==> src/rtl/im_fetch_sequencer.sv <==
// Item-memory fetch sequencer: walks two independent address streams
// (ports A and B) from a latched base with a latched stride, presenting each
// address on a valid/ready handshake until the requested item count is issued.
module im_fetch_sequencer #(
    parameter int  NumTotIm    = 1024,
    parameter int  CountWidth  = 16,
    localparam int ImAddrWidth = $clog2(NumTotIm)
) (
    input  logic                   clk_i,
    input  logic                   rst_ni,
    input  logic                   clr_i,
    input  logic                   start_i,
    input  logic [CountWidth-1:0]  num_items_i,
    input  logic [ImAddrWidth-1:0] base_a_i,
    input  logic [ImAddrWidth-1:0] base_b_i,
    input  logic [ImAddrWidth-1:0] stride_a_i,
    input  logic [ImAddrWidth-1:0] stride_b_i,
    output logic [ImAddrWidth-1:0] lowdim_a_data_o,
    output logic [ImAddrWidth-1:0] lowdim_b_data_o,
    output logic                   im_a_data_valid_o,
    output logic                   im_b_data_valid_o,
    input  logic                   im_a_data_ready_i,
    input  logic                   im_b_data_ready_i,
    output logic                   busy_o,
    output logic                   done_o,
    output logic [CountWidth-1:0]  issued_a_o,
    output logic [CountWidth-1:0]  issued_b_o
);

    localparam int NumPorts = 2;
    localparam logic [CountWidth-1:0] CntOne = {{(CountWidth-1){1'b0}}, 1'b1};

    typedef enum logic [1:0] {
        StIdle = 2'd0,
        StRun  = 2'd1,
        StDone = 2'd2
    } state_t;

    state_t state_reg, state_next;

    logic [CountWidth-1:0] num_items_reg;
    logic                  start_accept;

    // Per-port views of the A/B signals; index 0 is port A, index 1 is port B
    logic [NumPorts-1:0][ImAddrWidth-1:0] base_w;
    logic [NumPorts-1:0][ImAddrWidth-1:0] stride_w;
    logic [NumPorts-1:0][ImAddrWidth-1:0] addr_w;
    logic [NumPorts-1:0][CountWidth-1:0]  cnt_w;
    logic [NumPorts-1:0]                  ready_w;
    logic [NumPorts-1:0]                  valid_w;
    logic [NumPorts-1:0]                  port_done_next;

    assign base_w   = {base_b_i, base_a_i};
    assign stride_w = {stride_b_i, stride_a_i};
    assign ready_w  = {im_b_data_ready_i, im_a_data_ready_i};

    // A start is only honoured from IDLE, and a clear always wins over it
    assign start_accept = (state_reg == StIdle) && start_i && !clr_i;

    // State register
    always_ff @(posedge clk_i or negedge rst_ni) begin
        if (!rst_ni) begin
            state_reg <= StIdle;
        end else begin
            state_reg <= state_next;
        end
    end

    // Next-state logic: DONE follows the cycle in which both ports hold their full count
    always_comb begin
        state_next = state_reg;
        if (clr_i) begin
            state_next = StIdle;
        end else begin
            unique case (state_reg)
                StIdle: begin
                    if (start_i) begin
                        state_next = (num_items_i == '0) ? StDone : StRun;
                    end
                end
                StRun: begin
                    if (&port_done_next) begin
                        state_next = StDone;
                    end
                end
                StDone: begin
                    state_next = StIdle;
                end
                default: begin
                    state_next = StIdle;
                end
            endcase
        end
    end

    // Status outputs decoded from the state
    always_comb begin
        busy_o = (state_reg != StIdle);
        done_o = (state_reg == StDone);
    end

    // Item count is captured once per run so a late start cannot change it
    always_ff @(posedge clk_i or negedge rst_ni) begin
        if (!rst_ni) begin
            num_items_reg <= '0;
        end else if (start_accept) begin
            num_items_reg <= num_items_i;
        end
    end

    generate
        for (genvar gi = 0; gi < NumPorts; gi++) begin : g_port
            logic [ImAddrWidth-1:0] addr_reg, addr_next;
            logic [ImAddrWidth-1:0] stride_reg, stride_next;
            logic [CountWidth-1:0]  cnt_reg, cnt_next;
            logic                   valid_reg, valid_next;
            logic                   xfer;

            assign xfer = (state_reg == StRun) && valid_reg && ready_w[gi];

            // Port datapath: advance on handshake; valid is registered so it never follows ready
            always_comb begin
                addr_next   = addr_reg;
                stride_next = stride_reg;
                cnt_next    = cnt_reg;
                valid_next  = 1'b0;
                if (clr_i) begin
                    addr_next  = '0;
                    cnt_next   = '0;
                    valid_next = 1'b0;
                end else if (start_accept) begin
                    addr_next   = base_w[gi];
                    stride_next = stride_w[gi];
                    cnt_next    = '0;
                    valid_next  = (num_items_i != '0);
                end else if (state_reg == StRun) begin
                    if (xfer) begin
                        cnt_next  = cnt_reg + CntOne;
                        addr_next = addr_reg + stride_reg;
                    end
                    valid_next = (cnt_next < num_items_reg);
                end
            end

            assign port_done_next[gi] = (cnt_next == num_items_reg);

            // Port registers
            always_ff @(posedge clk_i or negedge rst_ni) begin
                if (!rst_ni) begin
                    addr_reg   <= '0;
                    stride_reg <= '0;
                    cnt_reg    <= '0;
                    valid_reg  <= 1'b0;
                end else begin
                    addr_reg   <= addr_next;
                    stride_reg <= stride_next;
                    cnt_reg    <= cnt_next;
                    valid_reg  <= valid_next;
                end
            end

            assign addr_w[gi]  = addr_reg;
            assign cnt_w[gi]   = cnt_reg;
            assign valid_w[gi] = valid_reg;
        end
    endgenerate

    assign lowdim_a_data_o   = addr_w[0];
    assign lowdim_b_data_o   = addr_w[1];
    assign im_a_data_valid_o = valid_w[0];
    assign im_b_data_valid_o = valid_w[1];
    assign issued_a_o        = cnt_w[0];
    assign issued_b_o        = cnt_w[1];

endmodule

==> config.mk <==
export PLATFORM = sky130hd
export DESIGN_NAME = im_fetch_sequencer
export DESIGN_NICKNAME = d
export VERILOG_FILES = /design/src/rtl/im_fetch_sequencer.sv
export SDC_FILE = /design/constraint.sdc
export NUM_CORES = 1
export LEC_CHECK = 0
export ABC_AREA = 1
export ABC_CLOCK_PERIOD_IN_PS = 2300
export CAP_MARGIN = 10
export CORE_MARGIN = 2
export CORE_UTILIZATION = 55
export CTS_BUF_LIST = sky130_fd_sc_hd__clkbuf_4 sky130_fd_sc_hd__clkbuf_8
export CTS_CLUSTER_DIAMETER = 30
export CTS_CLUSTER_SIZE = 40
export DETAILED_ROUTE_END_ITERATION = 10
export PLACE_DENSITY = 0.82
export SYNTH_ARGS = -nofsm -noshare
export SYNTH_HDL_FRONTEND = slang
export SYNTH_SLANG_ARGS = --single-unit
==> constraint.sdc <==
create_clock -name clk_i -period 2.3 [get_ports clk_i]
set_input_delay 0.23 -clock clk_i [delete_from_list [all_inputs] [get_ports clk_i]]
set_output_delay 0.23 -clock clk_i [all_outputs]
set_load 0.05 [all_outputs]
* Word level (Yosys, flattened, before mapping) *
Index checks and enable logic that the tools add are counted.

word-level totals
  flip-flop bits (word level) = 92
  bits in latches = 0
  memory bits (writable) = 0
  ROM bits = 0
  input port bits = 62
  output and inout bits = 56
  logic and storage cells = 75
  memories = 0

cells by class
  $add $sub $neg = 4
  $mul = 0
  divide/modulo/power cells = 0
  $lt $le $gt $ge = 2
  eq/ne operators = 6
  shifts and indexed selects = 0
  multiplexer cells = 33
  bitwise operators = 1
  reductions and logical operators = 19

operators with widths
  kind                                            number
  2-to-1 mux 16 bit                               14
  2-to-1 mux 10 bit                               8
  adder 16 x 1 -> 16 bit (second input constant)  2
  == test 16 bit                                  2
  < comparator 16 bit                             2
  adder 10 bit                                    2
  logical NOT 16 bit                              1
  nonzero test 16 bit                             1
  AND reduction 2 bit                             5
  nonzero test 3 bit                              3
  2-to-1 mux 2 bit                                4
  logical AND 1 bit                               6
  2-to-1 mux 1 bit                                6
  inequality test 3 bit (second input constant)   2
  one-hot mux 2 bit (2 select lines)              1
  == test 2 x 1 -> 1 bit (second input constant)  1
  == test 2 bit (second input constant)           1
  logical NOT 2 bit                               1
  nonzero test 2 bit                              1
  logical NOT 1 bit                               1
  inverter 1 bit                                  1

* Logic depth before layout (Yosys ltp) *
  depth after elaboration = 15
  depth in mapped cells = 19
  gate-level depth less buffers = 18

* Worst setup path before layout *
No wires, ideal clock.

  kind = register to register
  start point = register g_port[0].cnt_reg[0] (netlist: issued_a_o[0])
  end point = register g_port[0].valid_reg (netlist: im_a_data_valid_o)
  setup time = 0.117 ns
  arrival = 2.308 ns
  required time = 2.183 ns
  setup slack = -0.125 ns
  cell stages (with the launch flop) = 13
  path buffers = 0
  period minus slack after synthesis = 2.425 ns
  path through = dfrtp_1 > ha_1 > nand3_1 > nor2_1 > nand2_1 > o21bai_1 > nand2_1 > ha_1 > nand2_1 > nor4_1 > o21ai_0 > nand3_1 > nand2_1

between the ends
  word-level cells in the longest chain between the ends = 9

RTL lines
  item                      RTL line  source
  start: declaration        115       logic [CountWidth-1:0] cnt_reg, cnt_next;
  start signal: assignment  157       cnt_reg <= cnt_next;
  adder 16 x 1 -> 16 bit    138       cnt_next = cnt_reg + CntOne;
  2-to-1 mux 16 bit (*)     137       if (xfer) begin
  2-to-1 mux 16 bit (*)     136       end else if (state_reg == StRun) begin
  2-to-1 mux 16 bit (*)     131       end else if (start_accept) begin
  2-to-1 mux 16 bit (*)     127       if (clr_i) begin
  < comparator 16 bit (*)   141       valid_next = (cnt_next < num_items_reg);
  2-to-1 mux 1 bit (*)      136
  2-to-1 mux 1 bit (*)      131
  2-to-1 mux 1 bit (*)      127
  via g_port[0].valid_next  116       logic valid_reg, valid_next;
  end signal: assignment    158       valid_reg <= valid_next;
  end: declaration          116

The timed path passes the listed nets; every way through them passes the cells marked *. The select of a mux whose other input is x is not followed.
A chain may end at the register's enable or synchronous reset.

* Worst setup path in the final report *
  start point = register state_reg[0]
  end point = register state_reg[1]

between the ends
  word-level cells in the longest chain between the ends = 14
  elaborated cells between the ends (all ways) = 30
  those cells by class = eq/ne (5); mux (16); reduce/logical (9)

RTL lines
  item                                    RTL line      source
  start: declaration                      39            state_t state_reg, state_next;
  start signal: assignment                63            state_reg <= StIdle;
  start signal: assignment                65            state_reg <= state_next;
  == test 2 x 1 -> 1 bit                  75, 119, 136
  logical AND 1 bit (2 in a row)          119           assign xfer = (state_reg == StRun) && valid_reg && ready_w[gi];
  2-to-1 mux 16 bit                       137
  2-to-1 mux 16 bit                       136
  2-to-1 mux 16 bit                       131
  2-to-1 mux 16 bit                       127
  2-to-1 mux 16 bit                       136
  2-to-1 mux 16 bit                       131
  2-to-1 mux 16 bit                       127
  == test 16 bit                          145           assign port_done_next[gi] = (cnt_next == num_items_reg);
  AND reduction 2 bit                     82            if (&port_done_next) begin
  inequality test 3 bit (no source line)  -
  AND reduction 2 bit (no source line)    -

Several ways; a longest one is shown, not always the timed one. The select of a mux whose other input is x is not followed.

==> summary.txt <==
Synthesis
  • Post-synthesis average cell area: 7.008 um2
  • Cell taking the most area after synthesis: dfrtp_1
  • Synthesized area: 6644 um2
  • Synth cell types: 38
  • Synth top area share: 34.65%
  • Synthesized instance count: 948
  • Post-synth net total: 1062
  • Sequential element share of the synthesized area: 34.65%
  • Dominant cells by area after synthesis: dfrtp_1, nand2_1, ha_1
  • Seq cells post-synth: 92
  • Warnings from Yosys: 0

Floorplanning
  • Row cnt: 40
  • Die W: 113.9 um
  • Ports: 118
  • Die area: 12970 um2
  • Area of the core: 11910 um2
  • Initial Util: 55.78%
  • Die Height: 113.9 um

STA
  • Clock Skew: 0.01002 ns
  • Final WS setup: -0.01875 ns
  • Final count of pins violating max slew: 0
  • Fin Setup TNS: -0.01875 ns
  • RSZ-0062 raised after global routing: true
  • Post-layout min period: 2.319 ns
  • Final Hold Fails: 0
  • Final Setup Violations: 1
  • Least-Margin Pin Slew: 0.5301 ns
  • Fmax: 431.3 MHz
  • Slew HR: 64.55%
  • Final period util: 100.8%

Layout
  • Commonest non-fill, non-tap cells in the layout: nand2_1, inv_1, clkdlybuf4s50_1, buf_4, dfrtp_1
  • Post-synthesis to final-layout area growth: 38.64%
  • Proportion of layout cells with a drive suffix above 1: 18.43%
  • Largest register FFs: 20
  • Design Area, Final: 9211 um2
  • Final #Nets: 1270
  • N_diodes: 0
  • Fillers: 916
  • Most common cell after layout, fill and taps aside: nand2_1

GRT
  • Initial antenna violation count: 0
  • Vias in the first global route: 6645
  • Gr busiest metal: met2
  • GR Util met2: 51.98%
  • Grt met1 use: 38.58%
  • Met3 Use GR: 6.164%
  • Gr usage total: 30.96%
  • Largest net degree at the start of global routing: 41
  • Global-route wire length before repair: 31570 um
  • GR Overflow Total: 0

Pwr
  • Reg power frac: 33.8%
  • Sw frac: 43.49%
  • Pwr dens: 711.4 nW/um2
  • Net Sw Power: 2.850 mW
  • Clock Power Share: 17.6%
  • Combinational fraction of design power: 48.7%
  • Cell-internal power: 3.703 mW
  • LEAKAGE: 4.645 nW
  • Max VDD drop: 795.4 uV

Route
  • Total vias in the final route: 7114
  • WL/cell: 15.31 um
  • Drt drc: 0
  • TritonRoute pass-1 iters: 5
  • Post-route antenna net violation count: 0
  • Vias per cell: 5.439
  • Initial DRC Count: 457
  • WL final: 20030 um

Critical path
  • Critical Path RT: 2.61 ns
  • Crit. Startpoint: state_reg[0]$_DFFE_PN0P_
  • Reg2reg setup slack: -0.02 ns
  • Worst setup EP type: flip-flop
  • Reg2Reg Depth: 17
  • Critical path class: reg -> reg
  • Crit Path Max Fanout: 7
  • Crit Reg-Reg Endpoint: state_reg[1]$_DFFE_PN0P_
  • Data arrival, critical path: 2.63 ns
  • Worst r2r src: state_reg[0]$_DFFE_PN0P_
  • Worst setup SP type: flip-flop

Place
  • Routability cong.: 0.9639
  • I/O Buffers: 117
  • Placed Area: 8607 um2
  • Detailed Place HPWL: 15250 um

Clock network
  • H-tree Lvls: 3
  • Clock Sinks: 92
  • CTS tree: built
  • Root Driver: clkbuf_8
  • Total CTS buffers: 9
  • Clock latency on the worst-skew pair: 0.38 ns
  • Clock slew at reported path FFs: 0.09 ns
  • Clk buf depth: 2

Hold path
  • Worst min-delay path class: in -> async

Outcome
  • Violated checks: setup timing
  • Outcome: finished, violations left

Job
  • Max_cap viols: 0
==> per-layer routing <==
| metal | vias up | routed length, um |
|---|---|---|
| met2 | 268 | 9706 |
| met3 | 59 | 1379 |
| met4 | 0 | 772 |
| met1 | 3293 | 8167 |
| met5 | - | 0 |
| li1 | 3494 | - |
==> cells in the mapped netlist, drive strengths merged <==
cell type	n
nand2	313
o31ai	2
nor4	3
nand3b	5
nand4	38
a21oi	39
nand3	61
o21ai	68
dfrtp	92
buf	15
nor3	6
xnor2	8
inv	125
ha	50
a2111oi	2
or2	4
a22o	1
a21o	2
o211ai	4
a211oi	2
clkbuf	9
xor2	12
fa	2
nor2	83
o21bai	2
==> worst max path at each step <==
stage                     slack [ns]  depth (start not counted)                           to
after floorplan                -0.01                         11  im_a_data_valid_o$_DFF_PN0_
after global placement         -0.40                         15     state_reg[0]$_DFFE_PN0P_
after detailed placement       -0.40                         15     state_reg[0]$_DFFE_PN0P_
after CTS                      0.003                         19     state_reg[1]$_DFFE_PN0P_
after global routing           -0.20                         16     state_reg[1]$_DFFE_PN0P_
final                          -0.02                         17     state_reg[1]$_DFFE_PN0P_
==> area by class of cell <==
type	instances	area, um2	area share, %
clock inverters	4	48.80	0.5297
repair buffers	221	2054	22.30
clock buffers	12	152.6	1.657
flip-flops and latches	92	2320	25.18
multi-input cells	707	3983	43.24
well taps	147	183.9	1.997
inverters	125	469.2	5.094
==> power by group through the flow <==
| stage | logic (mW) | registers, mW | clock network [mW] |
|---|---|---|---|
| finish | 3.19 | 2.21 | 1.15 |
| global route | 3.51 | 2.25 | 1.22 |
| CTS | 3.08 | 2.20 | 1.16 |
| detailed placement | 3.05 | 2.23 | 0 |
| global placement | 2.99 | 2.23 | 0 |
| floorplan | 1.59 | 2.68 | 0 |
==> worst max-delay path: stages, from the launching register on <==
cell	delay, ns
dfrtp_2	0.48
nand2_4	0.13
nor2_4	0.04
buf_12	0.13
buf_6	0.12
buf_4	0.12
nand3_1	0.08
nand4_1	0.13
buf_4	0.15
nand2_1	0.05
nand2_1	0.06
nor2_1	0.13
nand2_1	0.07
nor2_1	0.10
nand2_1	0.09
nor2_2	0.15
nand2_2	0.07
a21oi_2	0.15
==> through the flow <==
step | worst slack [ns] | std cells | hold WS, ns | power (mW) | utilization (%)
2_1_floorplan | -0.01120 | 948 | -0.06559 | 4.267 | -
6_report | -0.01875 | 1308 | 0.3562 | 6.553 | 77.33
3_5_place_dp | -0.4001 | 1276 | 0.2224 | 5.276 | 72.26
5_1_grt | -0.1969 | 1308 | 0.3920 | 6.976 | 77.33
4_1_cts | 0.003365 | 1297 | 0.3564 | 6.446 | 74.51
3_3_place_gp | -0.4038 | 1276 | 0.2157 | 5.218 | 72.26
==> timing repair <==
action	4_1_cts	5_1_grt
setup endpoints to repair	10	6
hold endpoints to repair	33	0
hold buffers	1	0
buffers inserted	4	11
pin swaps	4	30
gates resized for setup	9	72
==> cell families after synthesis <==
group,count (synthesis),synth area share [%]
xor+xnor,20,2.862
fa+ha+maj,52,10.02
flops,92,34.65
buf+inv,149,8.945
compound gates,122,9.868
simple gates,513,33.65
No activity file was read; power rests on OpenSTA's default activity.
